$ cat config.mk
export PLATFORM = sky130hd
export DESIGN_NAME = instr_fetch
export DESIGN_NICKNAME = d
export VERILOG_FILES = /design/src/rtl/instr_fetch.sv
export SDC_FILE = /design/constraint.sdc
export NUM_CORES = 1
export LEC_CHECK = 0
export ABC_AREA = 0
export CAP_MARGIN = 20
export CORE_MARGIN = 2
export CORE_UTILIZATION = 40
export CTS_CLUSTER_SIZE = 12
export DETAILED_ROUTE_END_ITERATION = 8
export MAX_ROUTING_LAYER = met4
export PLACE_DENSITY_LB_ADDON = 0.12
export SYNTH_ARGS = -nofsm -noshare
export SYNTH_HDL_FRONTEND = slang
export SYNTH_SLANG_ARGS = --single-unit
$ cat constraint.sdc
create_clock -name clk -period 5.1 [get_ports clk]
set_input_delay 0.765 -clock clk [delete_from_list [all_inputs] [get_ports clk]]
set_output_delay 0.765 -clock clk [all_outputs]
set_load 0.01 [all_outputs]
$ cat src/rtl/instr_fetch.sv
// -----------------------------------------------------------------------------
// instr_fetch
//   Instruction fetch unit built around a three-state FSM (IDLE, BUSY, HOLD).
//   It issues one memory read per fetch and holds the returned word for the
//   decoder. It freezes the PC block while a fetch is in flight or a word is
//   waiting to be accepted.
//
// Configuration macro:
//   FETCH_TIMEOUT_EN - when defined, a fetch is abandoned after TIMEOUT_CYCLES
//                      BUSY cycles without mem_ack. The abandon drops mem_ren
//                      and pulses fetch_fault. When undefined, BUSY waits
//                      indefinitely.
//
// Ports:
//   clk          in   system clock, rising-edge
//   clr          in   asynchronous active-high reset
//   pc_val       in   [31:0] program counter to fetch from
//   fetch_en     in   request a fetch at pc_val
//   flush        in   discard any in-flight or held instruction
//   mem_addr     out  [31:0] memory read address (registered)
//   mem_ren      out  memory read request, high only in BUSY (registered)
//   mem_rdata    in   [31:0] memory read data, valid with mem_ack
//   mem_ack      in   memory read acknowledge
//   instr        out  [31:0] held instruction word (registered)
//   instr_pc     out  [31:0] address of held instruction (registered)
//   instr_valid  out  instr/instr_pc valid for the decoder (registered)
//   instr_ready  in   decoder accepts instr this cycle
//   pc_stall     out  freezes the PC block (combinational)
//   fetch_fault  out  one-cycle pulse on misalignment or timeout (registered)
// -----------------------------------------------------------------------------
module instr_fetch #(
    parameter int unsigned TIMEOUT_CYCLES = 16
) (
    input  logic        clk,
    input  logic        clr,
    input  logic [31:0] pc_val,
    input  logic        fetch_en,
    input  logic        flush,
    output logic [31:0] mem_addr,
    output logic        mem_ren,
    input  logic [31:0] mem_rdata,
    input  logic        mem_ack,
    output logic [31:0] instr,
    output logic [31:0] instr_pc,
    output logic        instr_valid,
    input  logic        instr_ready,
    output logic        pc_stall,
    output logic        fetch_fault
);

    localparam logic [31:0] NOP_INSTR = 32'h0000_0013;

    typedef enum logic [1:0] {
        IDLE = 2'd0,
        BUSY = 2'd1,
        HOLD = 2'd2
    } state_t;

    state_t state_r;
    // A flush seen while the bus transfer is still outstanding; the eventual
    // data is thrown away instead of being presented to the decoder.
    logic   dropped_r;
    logic   aligned_s;

`ifdef FETCH_TIMEOUT_EN
    localparam int unsigned CNT_W = $clog2(TIMEOUT_CYCLES + 1);
    logic [CNT_W-1:0] timeout_cnt_r;
`endif

    assign aligned_s = (pc_val[1:0] == 2'b00);

    // Fetch FSM with all registered outputs updated in one place.
    always_ff @(posedge clk or posedge clr) begin
        if (clr) begin
            state_r       <= IDLE;
            dropped_r     <= 1'b0;
            mem_addr      <= 32'd0;
            mem_ren       <= 1'b0;
            instr         <= NOP_INSTR;
            instr_pc      <= 32'd0;
            instr_valid   <= 1'b0;
            fetch_fault   <= 1'b0;
`ifdef FETCH_TIMEOUT_EN
            timeout_cnt_r <= '0;
`endif
        end else begin
            fetch_fault <= 1'b0;
            case (state_r)
                IDLE: begin
                    if (fetch_en) begin
                        if (aligned_s) begin
                            mem_addr  <= pc_val;
                            mem_ren   <= 1'b1;
                            dropped_r <= 1'b0;
                            state_r   <= BUSY;
                        end else begin
                            fetch_fault <= 1'b1;
                        end
                    end else begin
                        mem_ren <= 1'b0;
                    end
                end
                BUSY: begin
                    if (mem_ack) begin
                        mem_ren   <= 1'b0;
                        dropped_r <= 1'b0;
`ifdef FETCH_TIMEOUT_EN
                        timeout_cnt_r <= '0;
`endif
                        if (flush || dropped_r) begin
                            state_r <= IDLE;
                        end else begin
                            instr       <= mem_rdata;
                            instr_pc    <= mem_addr;
                            instr_valid <= 1'b1;
                            state_r     <= HOLD;
                        end
                    end else begin
                        // The transfer cannot be aborted; remember the flush.
                        if (flush) begin
                            dropped_r <= 1'b1;
                        end else begin
                            dropped_r <= dropped_r;
                        end
`ifdef FETCH_TIMEOUT_EN
                        if (timeout_cnt_r == CNT_W'(TIMEOUT_CYCLES - 1)) begin
                            mem_ren       <= 1'b0;
                            fetch_fault   <= 1'b1;
                            dropped_r     <= 1'b0;
                            timeout_cnt_r <= '0;
                            state_r       <= IDLE;
                        end else begin
                            timeout_cnt_r <= timeout_cnt_r + CNT_W'(1);
                        end
`endif
                    end
                end
                HOLD: begin
                    if (flush) begin
                        instr_valid <= 1'b0;
                        state_r     <= IDLE;
                    end else if (instr_ready) begin
                        instr_valid <= 1'b0;
                        if (fetch_en && aligned_s) begin
                            // Back-to-back fetch without passing through IDLE.
                            mem_addr  <= pc_val;
                            mem_ren   <= 1'b1;
                            dropped_r <= 1'b0;
                            state_r   <= BUSY;
                        end else begin
                            fetch_fault <= fetch_en;
                            state_r     <= IDLE;
                        end
                    end else begin
                        state_r <= HOLD;
                    end
                end
                default: begin
                    state_r     <= IDLE;
                    mem_ren     <= 1'b0;
                    instr_valid <= 1'b0;
                    dropped_r   <= 1'b0;
`ifdef FETCH_TIMEOUT_EN
                    timeout_cnt_r <= '0;
`endif
                end
            endcase
        end
    end

    // PC freeze: in-flight fetch, or held word not yet accepted.
    always_comb begin
        pc_stall = 1'b0;
        case (state_r)
            BUSY:    pc_stall = 1'b1;
            HOLD:    pc_stall = ~instr_ready;
            default: pc_stall = 1'b0;
        endcase
    end

endmodule

# --- After elaboration in Yosys (flattened, before gate mapping) ---
# Index checks and enable logic that the tools add are counted.
# W data, S select, Z words.
totals:
  register_bits: 102
  latch_bits: 0
  ram_bits: 0
  rom_bits: 0
  output_inout_bits: 100
  elab_cells: 75
  mem_count: 0
op_classes:
  n_addsub: 0
  multipliers: 0
  div_mod_pow: 0
  n_lt_le_gt_ge: 0
  eq_ne: 12
  n_shift: 0
  mux: 41
  n_bitwise: 3
  n_reduce_logical: 11
op_table:
  columns: ["op", "n"]
  rows:
  - ["$mux W32", 5]
  - ["$pmux W32 S2", 1]
  - ["$mux W1", 23]
  - ["$ne A2 B2 Y1 const B", 7]
  - ["$mux W2", 6]
  - ["$reduce_and A6 Y1", 2]
  - ["$ne A3 B3 Y1 const B", 3]
  - ["$pmux W1 S3", 3]
  - ["$pmux W2 S3", 1]
  - ["$reduce_and A3 Y1", 2]
  - ["$reduce_and A5 Y1", 1]
  - ["$logic_not A2 Y1", 2]
  - ["$pmux W1 S2", 2]
  - ["$reduce_and A4 Y1", 1]
  - ["$not A1 Y1", 3]
  - ["$eq A2 B1 Y1 const B", 1]
  - ["$eq A2 B2 Y1 const B", 1]
  - ["$reduce_bool A2 Y1", 1]
  - ["$logic_and A1 B1 Y1", 1]
  - ["$logic_or A1 B1 Y1", 1]

# --- Longest topological paths before layout ---
depth:
  depth_word: 6
  ltp_mapped: 7
  depth_no_buf: 6

# --- Least setup slack after synthesis ---
# Ideal clock, no wire load.
synth_path:
  path_kind: "input port to flip-flop"
  from: "input pc_val[0]"
  to: "register mem_addr[10]"
  arrival_time_ns: 1.964
  required_time_ns: 4.975
  slack_ns: 3.011
  stages: 4
  cell_sequence: "or3b_4 -> nor3_4 -> buf_6 -> mux2_2"
synth_via:
  elab_chain_cells: 4
  word_cells_on_any_way: 5
  classes_between: "eq/ne: 2; reduce/logical: 3"
synth_lines:
  columns: ["item", "line", "rtl"]
  rows:
  - ["from (decl)", "36", "input logic [31:0] pc_val,"]
  - ["$logic_not A2 Y1 *", "70", "assign aligned_s = (pc_val[1:0] == 2'b00);"]
  - ["$logic_and A1 B1 Y1", "144", "if (fetch_en && aligned_s) begin"]
  - ["$ne A2 B2 Y1 (no source line)", null, null]
  - ["$reduce_and A6 Y1 (no source line) *", null, null]
  - ["to (signal assigned)", "92", "mem_addr <= pc_val;"]
  - ["to (signal assigned)", "146", "mem_addr <= pc_val;"]
  - ["to (decl)", "39", "output logic [31:0] mem_addr,"]
# Mark *: on every way between the ends. The rest lies on a longest branch, timed or not.
# A chain may end at the register's enable or synchronous reset.

# --- Worst setup path in the final report ---
layout_path:
  from: "input instr_ready"
  to: "output pc_stall"
layout_via:
  elab_chain_cells: 2
layout_lines:
  columns: ["item", "line", "rtl"]
  rows:
  - ["from (decl)", "46", "input logic instr_ready,"]
  - ["$not A1 Y1", "176", "HOLD: pc_stall = ~instr_ready;"]
  - ["$pmux W1 S2", "174", "case (state_r)"]
  - ["to (decl)", "47", "output logic pc_stall,"]
# No other way between the ends.

==> metrics.csv <==
stage,metric,value,unit
outcome,outcome,"complete, no violations",
synthesis,Synth top cells by count,"dfrtp_1 (99), mux2_2 (93), buf_2 (8), a21oi_1 (6), inv_1 (6)",
setup_path,CP Max Fanout,4,
die,Die Span Y,104,um
clock_network,CTS tree,built,
setup_path,worst reg-to-reg path cell count,5,
setup_path,reg2reg setup slack,2.64,ns
grt,first-pass GRT wire length,14100,um
grt,grt ovf,0,
clock_network,CTS Sinks,102,
clock_network,root buffer cell,clkbuf_8,
synthesis,cells after synthesis,252,
sta,min Tclk post-route,2.86,ns
setup_path,Critical Path RT,4.34,ns
placed_design,HPWL reported at the end of detailed placement,6120,um
placed_design,gp weighted congestion,0.833,
synthesis,Post-Syn Area,3980,um^2
routing,DR vias/cell,4.72,
finish,register area,2560,um^2
sta,RSZ-0062 raised after global routing,false,
sta,worst clock skew,0.0109,ns
sta,post-route setup TNS,0,ns
sta,Pins Over Slew Limit,0,
die,Starting Density,0.409,
worst_hold_path,worst hold path cell count,1,
clock_network,post-CTS sizing,0,
routing,remaining antenna violation count after routing,0,
synthesis,Synth area leader,dfrtp_1,
finish,fin nets,498,
synthesis,Seq cells post-synth,102,
synthesis,top post-synthesis cells by area,"dfrtp_1 (62%), mux2_2 (26%), dfstp_2 (2.0%)",
setup_path,Worst Path Arrival,2.09,ns
setup_path,Setup crit start kind,primary input,
clock_network,clk_lat worst skew,0.36,ns
routing,DR iter-0 viols,49,
pwr,Combinational Power Share,0.442,
synthesis,Synthesis Warnings,0,
synthesis,Post-synth EDFFs,0,
finish,post-layout util,0.619,
setup_path,crit path kind,in -> out,
routing,via count,2651,
pwr,Max VDD drop,0.261,mV
synthesis,syn_nets,326,
finish,layout cells sized above 1,0.273,
sta,Worst-Margin Slew,0.993,ns
sta,Hold Fails Final Rpt,0,
grt,vias in the first global route,2723,
sta,Slew HR,0.335,
sta,final setup fails,0,
synthesis,post-synthesis async set-or-reset flop share,1.00,
grt,GR Util All Layers,0.170,
die,Die X,104,um
finish,Layout area overhead,51.3,%
pwr,Leak,0.00252,uW
placed_design,port bufs,169,
routing,routed wire length per instance,15.5,um
synthesis,Mapped Avg Cell Area,15.8,um^2
die,core area,9730,um^2
worst_hold_path,HP Class,reg -> reg,
synthesis,count of cell types in the netlist,25,
finish,Fillers,796,
clock_network,postcts setup bufs,0,
routing,drc violations,0,
synthesis,top-count cell post-synth,dfrtp_1,
die,FP Rows,36,
pwr,Pint,2480,uW
finish,area of the multi-input gates,1330,um^2
clock_network,H-tree depth,3,
sta,crit share post-route,0.561,
clock_network,TritonCTS buffer count,9,
pwr,P_sw,1040,uW
routing,TritonRoute pass-1 iters,5,
setup_path,Crit. End Element,output pin,
pwr,pwr dens,585,nW/um^2
clock_network,hold_buf cts,0,
routing,final wirelength,8700,um
die,die area,10800,um^2
job,Max-cap violations,0,
grt,antenna violations before repair,0,
pwr,register share of total power,0.402,
synthesis,Post-synth top flop,dfrtp_1,
clock_network,clk slew on worst S/H paths,0.09,ns
pwr,clock power share,0.156,
grt,largest net degree at the start of global routing,68,
finish,n_diodes,0,
die,Ports,170,
synthesis,share of the synthesized area in the top cell type,0.622,
pwr,switch share,0.296,
clock_network,CTS max path bufs,2,
pwr,Power Total,3520,uW
sta,FMAX,0.350,GHz
synthesis,post-synthesis sequential area ratio,0.642,
cells by family after synthesis:
kind of cell,count (synthesis),synth area share
flops,102,0.642
mux,95,0.269
fa+ha+maj,4,0.0126
simple gates,19,0.0295
buf+inv,17,0.0242
compound gates,15,0.0229
final cells by class:
| class | instances | share of cell area |
|---|---|---|
| clock inverter | 5 | 0.0139 |
| multi-input combinational | 133 | 0.221 |
| clock buffer | 11 | 0.0218 |
| sequential | 102 | 0.424 |
| timing repair buffer | 172 | 0.287 |
| inverter | 6 | 0.00415 |
| tap | 133 | 0.0276 |
critical path, cell delays in order:
cell,delay [ns]
clkdlybuf4s50_1,0.46
nor2b_1,0.21
o21a_1,0.13
clkdlybuf4s50_1,0.53
worst paths after layout:
check / from / endpoint
max in group asynchronous: clr / instr[0]
worst min-delay path: instr_valid / instr_valid
worst min register to register: instr_valid / instr_valid
worst max register to register: state_r[1] / instr_pc[5]
worst max-delay path: instr_ready / pc_stall
min in group asynchronous: clr / instr_pc[4]
sequential cells by signal, summed over array words and instances, names as in the netlist:
name / count
instr: 32
mem_addr: 32
state_r: 2
mem_ren: 1
instr_pc: 32
fetch_fault: 1
instr_valid: 1
dropped_r: 1
power by group through the flow:
stage | logic, uW | registers, uW | clock network [uW]
2_1_floorplan | 475 | 1590 | 0
3_3_place_gp | 1550 | 1430 | 0
3_5_place_dp | 1570 | 1440 | 0
4_1_cts | 1580 | 1420 | 569
5_1_grt | 1650 | 1470 | 600
6_report | 1560 | 1420 | 548
per-stage QoR:
step	worst slack (ns)	hold WS [ns]	instance area, um^2	instances
floorplan	1.66	0.491	3980	252
global placement	2.07	0.490	5810	546
detailed placement	1.98	0.494	5810	546
CTS	2.23	0.516	6020	562
global route	2.15	0.528	6020	562
finish	2.24	0.509	6020	562
cells in the final DEF, fill, tap and decap left out, types with 2 or more instances in the layout:
master,count
clkdlybuf4s50_1,169
a31oi_1,2
inv_1,5
clkbuf_1,2
nor3_1,2
dfstp_2,3
buf_4,2
mux2_1,2
clkinvlp_4,2
mux2_2,93
clkbuf_8,9
ha_1,4
nand2_1,3
o21ai_0,2
a21oi_1,6
dfrtp_1,99
nor2b_1,5
bufinv_16,2
nor2_1,3
nor4_1,2
layer usage:
metal | up-vias | global-route usage | share of wire
met5 | - | - | 0
met4 | 0 | 0.0579 | 0.011
met3 | 9 | 0.0384 | 0.064
met2 | 110 | 0.257 | 0.47
met1 | 1302 | 0.230 | 0.46
li1 | 1230 | - | -
Power figures use the tool's default switching activity.
